==> src/rtl/fetch_unit_pkg.sv <==
// Shared next-PC select encodings, reset PC default and branch offset helper
// for the instruction fetch stage.
package fetch_unit_pkg;

  typedef enum logic [2:0] {
    NPC_SEQ     = 3'b000,
    NPC_PRED    = 3'b001,
    NPC_RECOVER = 3'b010,
    NPC_J       = 3'b011,
    NPC_JR      = 3'b100
  } npc_sel_e;

  localparam logic [31:0] RESET_PC_DEFAULT = 32'h0000_3000;

  // Branch displacement: sign-extended word offset in bytes.
  function automatic logic [31:0] br_offset(input logic [15:0] imm);
    return {{14{imm[15]}}, imm, 2'b00};
  endfunction

endpackage

==> src/rtl/fetch_unit_if.sv <==
// Fetch-stage bus: hazard/branch controls and imem data in, PC and IF/ID
// register contents out.
interface fetch_unit_if;
  logic        Stall;
  logic [2:0]  NextPCSignal;
  logic        IF_Flush;
  logic [31:0] Instr_IF;
  logic [31:0] JumpRegData_ID;
  logic [31:0] PC_IF;
  logic [5:0]  Opcode_IF;
  logic [31:0] PC_ID;
  logic [31:0] Instr_ID;
  logic [31:0] PCPlus4_ID;
  logic        Valid_ID;
  logic [31:0] RedirectCount;

  modport slave (
    input  Stall, NextPCSignal, IF_Flush, Instr_IF, JumpRegData_ID,
    output PC_IF, Opcode_IF, PC_ID, Instr_ID, PCPlus4_ID, Valid_ID, RedirectCount
  );

  modport master (
    output Stall, NextPCSignal, IF_Flush, Instr_IF, JumpRegData_ID,
    input  PC_IF, Opcode_IF, PC_ID, Instr_ID, PCPlus4_ID, Valid_ID, RedirectCount
  );
endinterface

==> src/rtl/fetch_unit_npc_calc.sv <==
// Combinational next-PC mux and adders; also reports whether the effective
// select is a redirect.
module npc_calc
  import fetch_unit_pkg::*;
(
  input  logic [2:0]  i_sel,
  input  logic        i_valid_id,
  input  logic [31:0] i_pc_if,
  input  logic [15:0] i_imm_if,
  input  logic [31:0] i_pc_id,
  input  logic [25:0] i_jidx_id,
  input  logic [3:0]  i_pcp4_hi_id,
  input  logic [31:0] i_jr_data,
  output logic [31:0] o_npc,
  output logic        o_redirect
);

  npc_sel_e    w_eff;
  logic [31:0] w_pc_if_p4;

  assign w_pc_if_p4 = i_pc_if + 32'd4;

  // A squashed ID slot must never steer fetch, and reserved codes fall back
  // to sequential.
  always_comb begin
    w_eff = NPC_SEQ;
    case (i_sel)
      NPC_PRED:                   w_eff = NPC_PRED;
      NPC_RECOVER, NPC_J, NPC_JR: if (i_valid_id) w_eff = npc_sel_e'(i_sel);
      default:                    w_eff = NPC_SEQ;
    endcase
  end

  always_comb begin
    o_npc = w_pc_if_p4;
    case (w_eff)
      NPC_PRED:    o_npc = w_pc_if_p4 + br_offset(i_imm_if);
      NPC_RECOVER: o_npc = i_pc_id + 32'd4;
      NPC_J:       o_npc = {i_pcp4_hi_id, i_jidx_id, 2'b00};
      NPC_JR:      o_npc = i_jr_data;
      default:     o_npc = w_pc_if_p4;
    endcase
  end

  assign o_redirect = (w_eff != NPC_SEQ);

endmodule

==> src/rtl/fetch_unit.sv <==
// Instruction fetch stage: PC register, IF/ID pipeline register and a
// saturating redirect counter; next-PC selection lives in npc_calc.
module fetch_unit
  import fetch_unit_pkg::*;
#(
  parameter logic [31:0] RESET_PC = RESET_PC_DEFAULT
) (
  input  logic         clk,
  input  logic         rst_n,
  fetch_unit_if.slave  bus
);

  logic [31:0] r_pc_if;
  logic [31:0] r_pc_id;
  logic [31:0] r_instr_id;
  logic [31:0] r_pcp4_id;
  logic        r_valid_id;
  logic [31:0] r_redirect_cnt;

  logic [31:0] w_npc;
  logic        w_redirect;

  npc_calc u_npc (
    .i_sel        (bus.NextPCSignal),
    .i_valid_id   (r_valid_id),
    .i_pc_if      (r_pc_if),
    .i_imm_if     (bus.Instr_IF[15:0]),
    .i_pc_id      (r_pc_id),
    .i_jidx_id    (r_instr_id[25:0]),
    .i_pcp4_hi_id (r_pcp4_id[31:28]),
    .i_jr_data    (bus.JumpRegData_ID),
    .o_npc        (w_npc),
    .o_redirect   (w_redirect)
  );

  // Stall freezes the whole stage; flush only turns the IF/ID slot into a nop.
  always_ff @(posedge clk) begin
    if (!rst_n) begin
      r_pc_if        <= RESET_PC;
      r_pc_id        <= '0;
      r_instr_id     <= '0;
      r_pcp4_id      <= '0;
      r_valid_id     <= 1'b0;
      r_redirect_cnt <= '0;
    end else if (!bus.Stall) begin
      r_pc_if    <= w_npc;
      r_pc_id    <= r_pc_if;
      r_pcp4_id  <= r_pc_if + 32'd4;
      r_instr_id <= bus.IF_Flush ? 32'd0 : bus.Instr_IF;
      r_valid_id <= ~bus.IF_Flush;
      if (w_redirect && (r_redirect_cnt != 32'hFFFF_FFFF))
        r_redirect_cnt <= r_redirect_cnt + 32'd1;
    end
  end

  assign bus.PC_IF         = r_pc_if;
  assign bus.Opcode_IF     = bus.Instr_IF[31:26];
  assign bus.PC_ID         = r_pc_id;
  assign bus.Instr_ID      = r_instr_id;
  assign bus.PCPlus4_ID    = r_pcp4_id;
  assign bus.Valid_ID      = r_valid_id;
  assign bus.RedirectCount = r_redirect_cnt;

endmodule

==> src/flat_wrapper.sv <==
// flat-port wrapper written by rule: the top's interface ports become plain ports
module fetch_unit_flat import fetch_unit_pkg::*;
#(
  parameter logic [31:0] RESET_PC = RESET_PC_DEFAULT
)
  (clk, rst_n, bus_Stall, bus_NextPCSignal, bus_IF_Flush, bus_Instr_IF, bus_JumpRegData_ID, bus_PC_IF, bus_Opcode_IF, bus_PC_ID, bus_Instr_ID, bus_PCPlus4_ID, bus_Valid_ID, bus_RedirectCount);
  fetch_unit_if bus_i ();
  input  logic clk;
  input  logic rst_n;
  input wire logic [$bits(bus_i.Stall)-1:0] bus_Stall;
  input wire logic [$bits(bus_i.NextPCSignal)-1:0] bus_NextPCSignal;
  input wire logic [$bits(bus_i.IF_Flush)-1:0] bus_IF_Flush;
  input wire logic [$bits(bus_i.Instr_IF)-1:0] bus_Instr_IF;
  input wire logic [$bits(bus_i.JumpRegData_ID)-1:0] bus_JumpRegData_ID;
  output wire logic [$bits(bus_i.PC_IF)-1:0] bus_PC_IF;
  output wire logic [$bits(bus_i.Opcode_IF)-1:0] bus_Opcode_IF;
  output wire logic [$bits(bus_i.PC_ID)-1:0] bus_PC_ID;
  output wire logic [$bits(bus_i.Instr_ID)-1:0] bus_Instr_ID;
  output wire logic [$bits(bus_i.PCPlus4_ID)-1:0] bus_PCPlus4_ID;
  output wire logic [$bits(bus_i.Valid_ID)-1:0] bus_Valid_ID;
  output wire logic [$bits(bus_i.RedirectCount)-1:0] bus_RedirectCount;
  assign bus_i.Stall = bus_Stall;
  assign bus_i.NextPCSignal = bus_NextPCSignal;
  assign bus_i.IF_Flush = bus_IF_Flush;
  assign bus_i.Instr_IF = bus_Instr_IF;
  assign bus_i.JumpRegData_ID = bus_JumpRegData_ID;
  assign bus_PC_IF = bus_i.PC_IF;
  assign bus_Opcode_IF = bus_i.Opcode_IF;
  assign bus_PC_ID = bus_i.PC_ID;
  assign bus_Instr_ID = bus_i.Instr_ID;
  assign bus_PCPlus4_ID = bus_i.PCPlus4_ID;
  assign bus_Valid_ID = bus_i.Valid_ID;
  assign bus_RedirectCount = bus_i.RedirectCount;
  fetch_unit #(.RESET_PC(RESET_PC)) u_core (.clk(clk), .rst_n(rst_n), .bus(bus_i));
endmodule
==> config.mk <==
export PLATFORM = sky130hd
export DESIGN_NAME = fetch_unit_flat
export DESIGN_NICKNAME = d
export VERILOG_FILES = /design/src/rtl/fetch_unit_pkg.sv /design/src/rtl/fetch_unit_if.sv /design/src/rtl/fetch_unit_npc_calc.sv /design/src/rtl/fetch_unit.sv /design/src/flat_wrapper.sv
export SDC_FILE = /design/constraint.sdc
export NUM_CORES = 1
export LEC_CHECK = 0
export BUFFER_PORTS_ARGS = -buffer_cell sky130_fd_sc_hd__buf_2
export CORE_AREA = 2 2 237 192
export CTS_CLUSTER_DIAMETER = 150
export DETAILED_ROUTE_END_ITERATION = 16
export DIE_AREA = 0 0 239 194
export GPL_ROUTABILITY_DRIVEN = 1
export HOLD_SLACK_MARGIN = 0.08
export SYNTH_ARGS = -nofsm -noshare
export SYNTH_HDL_FRONTEND = slang
export SYNTH_SLANG_ARGS = --single-unit
==> constraint.sdc <==
create_clock -name clk -period 4.4 [get_ports clk]
set_input_delay 0.22 -clock clk [delete_from_list [all_inputs] [get_ports clk]]
set_output_delay 0.22 -clock clk [all_outputs]
set_load 0.05 [all_outputs]
---- Yosys cells after proc, flatten, opt, wreduce, memory -nomap -nowiden ----
Index checks and enable logic that the tools add are counted.
word-level totals
  register bits after elaboration ......... 161
  output and inout port bits .............. 167
cells by class
  $add $sub $neg .......................... 4
  equality and inequality tests ........... 9
  multiplexer cells ....................... 4
  bitwise operators ....................... 2
  reduce and logical (&&, ||, !) cells .... 4
operator list
  cell                   number
  $pmux 32 s4            1
  $add 32x3->32 const B  2
  $add 32x1->32 const B  1
  $add 32x32->32         1
  $mux 32                1
  $ne 32x32->1 const B   1
  $eq 3x2->1 const B     4
  $eq 3x1->1 const B     2
  $eq 3x3->1 const B     2
  $pmux 3 s2             1
  $mux 3                 1
  $reduce_bool 3->1      1
  $reduce_or 3->1        1
  $not 1->1              2
  $reduce_and 2->1       1
  $logic_and 1x1->1      1

---- Longest topological paths before layout ----
Gate-level depths: netlist (run 1).
  word-level depth ........................ 6
  mapped depth ............................ 17
  depth with buffers taken out ............ 14

---- Hierarchy ----
A second synthesis (run 1) with hierarchy kept.
second synthesis, totals
  cell total of the unflattened synthesis .. 1307
  area, all modules ....................... 10826.6 um^2
by module, submodules not included
  module      instances  cells each  area each (um^2)
  fetch_unit  1          708         6832.8
  npc_calc    1          599         3993.8

---- Worst setup path after synthesis (run 1) ----
No wires, ideal clock.
  kind .................................... reg2reg
  start point ............................. register u_core.r_pc_if[5] (netlist: u_core.bus.PC_IF[5])
  end point ............................... register u_core.r_pc_if[27] (netlist: u_core.bus.PC_IF[27])
  library setup time ...................... 0.128 ns
  arrival time ............................ 3.539 ns
  setup slack ............................. 0.734 ns
  stages on the path, launching flop included .. 17
  buffers on the path ..................... 2
  period minus slack after synthesis ...... 3.666 ns
  cell sequence ........................... dfxtp_1 > clkbuf_2 > and4_1 > buf_2 > and3_1 > and2_1 > nand4_1 > xnor2_1 > ha_1 > a21o_1 > a21o_1 > a21oi_1 > nand3_1 > o21ai_0 > nor4_1 > a41oi_1 > a21oi_1
on the way
  cells in the longest elaborated chain, start to end .. 3
RTL lines
  element                          line                       text
  from (decl)                      fetch_unit.sv:13           logic [31:0] r_pc_if;
  from (signal assigned)           fetch_unit.sv:46           r_pc_if <= w_npc;
  $add 32x3->32                    fetch_unit_npc_calc.sv:21  assign w_pc_if_p4 = i_pc_if + 32'd4;
  via u_core.u_npc.w_pc_if_p4[20]  fetch_unit_npc_calc.sv:19  logic [31:0] w_pc_if_p4;
  $add 32x32->32                   fetch_unit_npc_calc.sv:37  NPC_PRED: o_npc = w_pc_if_p4 + br_offset(i_imm_if);
  $pmux 32 s4                      fetch_unit_npc_calc.sv:36  case (w_eff)
The timed path passes the listed nets, and every way through them passes these cells.
A chain may end at the register's enable or synchronous reset.

---- Worst setup path in the final report (run 1) ----
  start point ............................. register u_core.r_pc_if[5] (netlist: u_core.bus.PC_IF[5])
  end point ............................... register u_core.r_pc_if[24] (netlist: u_core.bus.PC_IF[24])
The elaborated chain is that of the path after synthesis.

==> reports/results.ini, run 1 <==
[yosys]
ys_seq_area_share_pct = 31.8
avgSynthCellArea_um2 = 8.35
synth-main-ff-cell = dfxtp_1
synth_fa_ha_area_share_pct = 4.83
synth_xor_area_share_pct = 9.46
syn-num-nets = 1306
synthArstFlopShare_pct = 0
muxShareOfSynthArea_pct = 3.52
ys_ff_latch = 159
ys_types = 75
synth-compound-area-share_pct = 21.9
yosysWarnings = 0
synth-edff-count = 0
synthSimpleGateAreaFrac_pct = 23.3
synth_cells = 1197
synth_top_family_by_area = simple AND/OR/NAND/NOR gates
netlist_area_um2 = 10000

[worst_setup_path]
end_kind = flip-flop
critPathKind = flip-flop to flip-flop
crit_arrival_ns = 4.34
worst-path-max-fanout = 8
critPathLaunchType = flip-flop
crit_required_ns = 4.73

[power_and_ir_drop]
peakVddDrop_uv = 198
power.leakage_uw = 0.00545
p_per_area_nw_per_um2 = 319

[timing]
maxSlewHeadroom_pct = 28.4
setup_viol = 0
fin_tns_setup_ns = 0
min_period_over_period_pct = 91.2
fmax_ghz = 0.249
rsz0062_at_grt = no
slew_viol_final = 0
min_period_ns = 4.01
clock_skew_ns = 0.0132
hold_viol = 0
worst_pin_slew_ns = 1.07

[clock_network]
cts_resized = 0
root_buffer = clkbuf_16
cts.reportedPaths.clkPinSlew_ns = 0.08
cts_max_path_buffers = 2
numCtsBuffers = 17
cts_tree = yes
clk_latency_ns = 0.46
cts_max_level = 4
clkSinkCount = 159

[layout]
mostFrequentLayoutCell = buf_2
fin_cells = 1991
final_nets = 1518
final_layout_size_suffix_gt1_share_pct = 21.7
finish.utilization_pct = 28.4
fin_area_um2 = 12500
mostFrequentLayoutCells = buf_2 (235), dfxtp_1 (159), nand2_1 (111)
area_growth_pct = 25.0

[placed_design]
port_buffers = 237
place_area_um2 = 11700
place_congestion = 0.914
dpl.cell_count = 1931
dp_hpwl_mm = 31.3

[floorplanning]
die_area_um2 = 46400
num_rows = 69
design.core.area_um2 = 44000
die_w_um = 239
die_h_um = 194
start_util_pct = 22.7
ios = 238

[global_routing]
antenna_found_initial = 3
grt_max_degree = 82
grt_pass1_vias = 9749
grt_use_total_pct = 18.0
grt_overflow = 0
grt_pass1_wl_mm = 62.7

[route]
ant_nets = 0
routed_wl_mm = 42.3
vias = 10174
drc = 0
wire_per_inst_um = 21.3
drtIter0Drc = 969
routed_via_density = 5.11
dr.pass1.iters = 6

[run_status]
outcome = complete, no violations

[hold_path]
min_path_type = input port to flip-flop

[job]
maxCapViolations = 0

sequential cells by signal, summed over array words and instances, names as in the netlist:
signal / count
u_core.bus.RedirectCount: 32
u_core.bus.Valid_ID: 1
u_core.bus.Instr_ID: 32
u_core.bus.PCPlus4_ID: 32
u_core.bus.PC_IF: 32
u_core.bus.PC_ID: 30
final timing paths:
path / from / endpoint / slack [ns] / cells past startpoint
max: u_core.bus.PC_IF[5] / u_core.bus.PC_IF[24] / 0.39 / 13
min: bus_Instr_IF[16] / u_core.bus.Instr_ID[16] / 0.11 / 3
max reg2reg: u_core.bus.PC_IF[5] / u_core.bus.PC_IF[24] / 0.39 / 13
min reg2reg: u_core.bus.PCPlus4_ID[8] / u_core.bus.PCPlus4_ID[8] / 0.47 / 2
what timing repair did:
action	CTS	global route
hold endpoints to repair	27	0
hold buffers	27	0
buffers inserted	0	0
critical path: stages, from the launching register on:
cell and delay (ns):
dfxtp_1 0.49, and4_1 0.41, and3_1 0.31, and4_1 0.28
xor2_1 0.25, ha_1 0.37, a21oi_1 0.25, o21ai_0 0.14
a21o_1 0.16, a21oi_1 0.36, o21ai_0 0.30, a21oi_1 0.31
xnor2_1 0.15, o21ai_0 0.11
synthesized netlist by cell type, types with 28 or more instances:
| cell type | count | area share (%) |
|---|---|---|
| dfxtp_1 | 159 | 32 |
| o21ai_0 | 53 | 2.7 |
| xor2_1 | 43 | 3.8 |
| a21oi_1 | 66 | 3.3 |
| xnor2_1 | 65 | 5.7 |
| and2_1 | 42 | 2.6 |
| clkbuf_1 | 59 | 2.2 |
| a22oi_1 | 35 | 2.6 |
| nor2b_1 | 69 | 4.3 |
| nand2_1 | 111 | 4.2 |
| nand3_1 | 52 | 2.6 |
| nor2_1 | 50 | 1.9 |
| ha_1 | 37 | 4.6 |
| mux2i_1 | 34 | 3.4 |
| inv_1 | 28 | 1.1 |
per-stage QoR:
| step | total power (uW) | hold slack, ns | worst slack [ns] |
|---|---|---|---|
| 3_3_place_gp | 2460 | 0.461 | 0.592 |
| 4_1_cts | 4010 | 0.0975 | 0.498 |
| 6_report | 3990 | 0.108 | 0.388 |
| 3_5_place_dp | 2460 | 0.468 | 0.522 |
| 5_1_grt | 4150 | 0.136 | 0.175 |
| 2_1_floorplan | 2190 | 0.386 | 0.734 |
per-layer routing:
layer	vias up	share of wire (%)	track usage (%)
met4	2	2.5	6.00
met5	-	0.026	0
met3	64	7.7	4.57
met1	4950	45	24.3
met2	413	45	27.7
li1	4745	-	-
power breakdown:
part	switching (uW)	internal, uW	leakage (uW)
combinational	606	289	0.00388
sequential	72.9	1490	0.00129
clock	729	797	0.000272
total	1410	2580	0.00545
cells by family (layout without fill, tap and decap cells):
kind of cell | after synthesis | after routing
compound gates | 310 | 310
other cells | 0 | 1
simple gates | 430 | 430
buf+inv | 117 | 342
fa+ha+maj | 38 | 38
xor+xnor | 108 | 108
flops | 159 | 159
mux | 35 | 35
final cells by class:
| cell class | instances | area [um2] |
|---|---|---|
| tap | 568 | 711 |
| multi-input combinational | 921 | 6330 |
| clock buffer | 17 | 425 |
| clock inverter | 15 | 149 |
| fill | 4737 | 31500 |
| timing repair buffer | 282 | 1600 |
| sequential | 159 | 3180 |
| inverter | 28 | 105 |
| antenna | 1 | 2.50 |
Power figures use the tool's default switching activity.
==> run 2, diff against run 1 <==
--- a/config.mk
+++ b/config.mk
@@ -7,8 +7,8 @@
 export LEC_CHECK = 0
 export BUFFER_PORTS_ARGS = -buffer_cell sky130_fd_sc_hd__buf_2
-export CORE_AREA = 2 2 237 192
+export CORE_AREA = 2 2 208 169
 export CTS_CLUSTER_DIAMETER = 150
 export DETAILED_ROUTE_END_ITERATION = 16
-export DIE_AREA = 0 0 239 194
+export DIE_AREA = 0 0 210 171
 export GPL_ROUTABILITY_DRIVEN = 1
 export HOLD_SLACK_MARGIN = 0.08
==> constraint.sdc (replaced) <==
create_clock -name clk -period 4.4 [get_ports clk]
set_input_delay 0.66 -clock clk [delete_from_list [all_inputs] [get_ports clk]]
set_output_delay 0.66 -clock clk [all_outputs]
set_load 0.05 [all_outputs]
==> run 2 against run 1 <==
Compared with the run above:
- clock power is essentially flat
- non-clock buffer count shrank 26
- sequential power is essentially flat
- register-to-register slack better by 0.02 ns
- cell count shrank 7.4%
- routed wire length decreased by 10%
- via count fell by 3.6%
- design area is 3.2% lower
- critical endpoint is now u_core.bus.PC_IF[28]
- largest cell class unchanged
==> reports/results.ini, run 2 (same netlist as run 1, synthesis figures left out) <==
[timing]
worst_pin_slew_ns = 0.934
min_period_ns = 3.99
rsz0062_at_grt = no
clock_skew_ns = 0.0134
fin_tns_setup_ns = 0
setup_viol = 0
min_period_over_period_pct = 90.6
hold_viol = 0
fmax_ghz = 0.251
maxSlewHeadroom_pct = 37.6
slew_viol_final = 0

[placed_design]
dp_hpwl_mm = 28.6
place_area_um2 = 11500
place_congestion = 0.923
port_buffers = 237

[power_and_ir_drop]
combinationalPowerShare_pct = 21.6
p_seq_share_pct = 39.9
power.leakage_uw = 0.00535
p_per_area_nw_per_um2 = 325
power_frac_clock_pct = 38.6
peakVddDrop_uv = 223
intPower_uw = 2560
switching_share_pct = 34.9
total_power_uw = 3930
switching_power_uw = 1370

[floorplanning]
start_util_pct = 29.3
die_h_um = 171
ios = 238
die_area_um2 = 35900
design.core.area_um2 = 34100
die_w_um = 210
num_rows = 61

[worst_setup_path]
critPathLaunchType = flip-flop
crit_buf_inv = 0
slowest_delay_ns = 0.49
crit_arrival_ns = 4.33
crit_path_frequent_cell = and2_1
critPathTopFamily = simple AND/OR/NAND/NOR gates
crit_chain = and2_1, and4_1, and2_1, nand3_1, xnor2_1, ha_1, and2_1, and3_1, nand2_1, a2bb2oi_1, o21ai_0, o41ai_2, o22ai_1, a41o_1
worst-path-max-fanout = 9
critPathKind = flip-flop to flip-flop
slowest_stage = dfxtp_1
end_kind = flip-flop
crit_required_ns = 4.74

[clock_network]
cts.reportedPaths.clkPinSlew_ns = 0.08
cts_max_path_buffers = 2
cts_tree = yes
cts_hold_buf = 0
root_buffer = clkbuf_16
clkSinkCount = 159
numCtsBuffers = 17
cts_max_level = 4
cts_resized = 0
clk_latency_ns = 0.45
postCtsSetupBuffers = 0

[route]
ant_nets = 0
routed_via_density = 5.32
dr.pass1.iters = 5
routed_wl_mm = 38.0
drc = 0
drtIter0Drc = 773
wire_per_inst_um = 20.6
vias = 9807

[global_routing]
antenna_found_initial = 6
grt_overflow = 0
grt_pass1_vias = 9205
grt_max_degree = 86
grt_use_total_pct = 20.7
grt_pass1_wl_mm = 56.5

[layout]
mostFrequentLayoutCell = buf_2
finish.utilization_pct = 35.5
fillCellCount = 3585
area_growth_pct = 21.1
final_nets = 1492
fin_area_um2 = 12100
final_layout_size_suffix_gt1_share_pct = 22.2
multiInputGateArea_um2 = 6330
mostFrequentLayoutCells = buf_2 (235), dfxtp_1 (159), nand2_1 (111)
final-seq-area_um2 = 3180

[hold_path]
min_path_type = input port to flip-flop

[job]
maxCapViolations = 0

[run_status]
outcome = complete, no violations

==> run 2: cell count changes in the layout (fill, tap and decap cells not counted), sizes merged <==
cell,previous run,this run
diode,1,6
clkinv,2,4
clkinvlp,4,3
buf,255,256
dlygate4sd3,27,0
inv,36,35
==> run 2: worst min-delay path, stage by stage <==
cell and delay [ns]:
buf_2 0.07, a22oi_1 0.05, nor2b_1 0.10
==> run 2: stage by stage <==
| step | cells | worst slack (ns) | hold slack (ns) |
|---|---|---|---|
| after CTS | 1837 | 0.470 | 0.447 |
| final | 1843 | 0.412 | 0.465 |
| after detailed placement | 1805 | 0.481 | 0.467 |
| after global routing | 1841 | 0.105 | 0.461 |
| after global placement | 1805 | 0.608 | 0.461 |
| after floorplan | 1197 | 0.734 | 0.493 |
==> run 2: layout make-up <==
type | count | share of cell area [%]
antenna | 6 | 0.124
clock buffer | 17 | 3.51
clock inverter | 15 | 1.23
inverter | 28 | 0.868
multi-input combinational | 921 | 52.3
sequential | 159 | 26.3
tap | 441 | 4.56
timing repair buffer | 256 | 11.1
==> run 2: path summary, 6_finish.rpt <==
path                                  start                        end  slack [ns]  cells past startpoint
setup / recovery        u_core.bus.PC_IF[2]       u_core.bus.PC_IF[28]        0.41                     14
hold / removal             bus_Instr_IF[20]    u_core.bus.Instr_ID[20]        0.47                      3
setup reg to reg        u_core.bus.PC_IF[2]       u_core.bus.PC_IF[28]        0.41                     14
hold reg to reg   u_core.bus.PCPlus4_ID[27]  u_core.bus.PCPlus4_ID[27]        0.47                      2
==> run 2: per-layer routing <==
metal,track usage (%),vias to the layer above,routed length [um]
met5,0,-,0
met4,7.99,0,1090
met3,4.59,56,2570
met2,32.0,366,16900
met1,28.2,4681,17400
li1,-,4704,-
==> run 2: power groups by stage <==
stage / Combinational (uW) / Sequential (uW) / Clock (uW)
after floorplan: 429 / 1760 / 0
after global placement: 840 / 1600 / 0
after detailed placement: 839 / 1600 / 0
after CTS: 844 / 1570 / 1560
after global routing: 910 / 1580 / 1610
final: 848 / 1570 / 1520
==> run 3, diff against run 2 <==
==> constraint.sdc (replaced) <==
create_clock -name clk -period 3.85 [get_ports clk]
set_input_delay 0.5775 -clock clk [delete_from_list [all_inputs] [get_ports clk]]
set_output_delay 0.5775 -clock clk [all_outputs]
set_load 0.1 [all_outputs]
==> run 3 against run 2 <==
Compared with the run above:
- critical endpoint unchanged
- largest power group unchanged
- worst setup slack got worse by 0.20 ns
- highest routed layer is now met5
- cell count grew 0.65%
- worst hold slack got worse by 0.079 ns
- sequential cell count did not move
==> reports/results.ini, run 3 (same netlist as run 1, synthesis figures left out) <==
[run_status]
outcome = complete, no violations

[clock_network]
cts_max_level = 4
clk_latency_ns = 0.44
clkSinkCount = 159
root_buffer = clkbuf_16
cts.reportedPaths.clkPinSlew_ns = 0.08
cts_tree = yes
numCtsBuffers = 17
cts_hold_buf = 0
cts_max_path_buffers = 2

[timing]
clock_skew_ns = 0.0161
setup_viol = 0
min_period_ns = 3.63
hold_viol = 0
hold-worst-slack_ns = 0.387
fmax_ghz = 0.275
min_period_over_period_pct = 94.4
slew_viol_final = 0
worst_pin_slew_ns = 0.969
maxSlewHeadroom_pct = 35.3
fin_tns_setup_ns = 0

[hold_path]
hold_path_depth = 3
min_path_type = input port to flip-flop

[floorplanning]
start_util_pct = 29.3
ios = 238
die_area_um2 = 35900
num_rows = 61
design.core.area_um2 = 34100
die_h_um = 171
die_w_um = 210

[route]
met3_length_mm = 2.86
drtIter0Drc = 813
dr.pass1.iters = 6
routed_wl_mm = 38.4
ant_nets = 0
dr_wl_met2_mm = 17.1
routed_via_density = 5.33
vias = 9891
wire_per_inst_um = 20.7
drc = 0
maxUsedRoutingLayer = met5
wl_met1_mm = 17.3

[global_routing]
grt_pass1_wl_mm = 57.3
grt_pass1_vias = 9208
antenna_found_initial = 4
grt_use_total_pct = 21.1
grt_overflow = 0
grt_max_degree = 133

[layout]
mostFrequentLayoutCells = buf_2 (235), dfxtp_1 (151), nand2_1 (111)
area_growth_pct = 22.8
mostFrequentLayoutCell = buf_2
final_nets = 1507
final_layout_size_suffix_gt1_share_pct = 24.2
fillCellCount = 3559

[placed_design]
place_congestion = 0.919
dp_hpwl_mm = 28.7
port_buffers = 237

[power_and_ir_drop]
power.leakage_uw = 0.00547
peakVddDrop_uv = 256
p_per_area_nw_per_um2 = 386

[worst_setup_path]
worst-path-max-fanout = 8
critPathLaunchType = flip-flop
crit_required_ns = 4.18
crit_arrival_ns = 3.97
critPathKind = flip-flop to flip-flop
end_kind = flip-flop
reg2reg_depth = 14

[job]
maxCapViolations = 0

run 3: cell type report:
type	instances	area, um2	share of cell area, %
tap	441	552	4.49
inverter	28	105	0.856
timing repair buffer	271	1480	12.1
clock buffer	17	425	3.46
antenna	3	7.51	0.0611
multi-input combinational	921	6370	51.9
clock inverter	15	145	1.18
sequential	159	3190	26.0
run 3: worst paths after layout:
kind | startpoint | endpoint | slack, ns
worst min-delay path | bus_Instr_IF[25] | u_core.bus.Instr_ID[25] | 0.39
worst max register to register | u_core.bus.PC_IF[4] | u_core.bus.PC_IF[28] | 0.22
worst max-delay path | u_core.bus.PC_IF[4] | u_core.bus.PC_IF[28] | 0.22
worst min register to register | u_core.bus.PCPlus4_ID[17] | u_core.bus.PCPlus4_ID[17] | 0.47
run 3: where the power goes:
part	switching, uW	total [uW]	leakage [uW]	internal [uW]
Combinational	925	1250	0.00389	327
Sequential	75.5	1780	0.00130	1710
Clock	844	1710	0.000281	862
Total	1850	4740	0.00547	2900
run 3: worst max-delay path: stages, from the launching register on:
cell	delay, ns
dfxtp_2	0.42
and4_2	0.33
and3_1	0.30
and2_1	0.21
nand4_1	0.23
xnor2_2	0.22
ha_1	0.36
and2_1	0.21
and3_1	0.24
nand2_1	0.09
a2bb2oi_1	0.13
o21ai_0	0.13
o41ai_2	0.28
o22ai_1	0.14
a41o_1	0.22
run 3: through the flow:
step,worst slack (ns),utilization (%),total power [uW],std cells,cell area [um2]
after global placement,0.247,34.2,3060,1820,11700
final,0.216,36.0,4740,1855,12300
after global routing,-0.0221,36.0,4940,1855,12300
after floorplan,-0.0311,-,2750,1197,10000
after detailed placement,0.120,34.2,3060,1820,11700
after CTS,0.0995,35.9,4780,1852,12200
run 3: per-layer routing:
| layer | vias to the layer above | global-route usage (%) |
|---|---|---|
| met2 | 352 | 33.0 |
| met3 | 52 | 4.85 |
| met4 | 2 | 7.62 |
| li1 | 4717 | - |
| met1 | 4768 | 28.3 |
| met5 | - | 0 |
run 3: timing repair:
action	CTS	global route
setup buffers	0	0
setup endpoints to repair	0	11
resized for setup	0	9
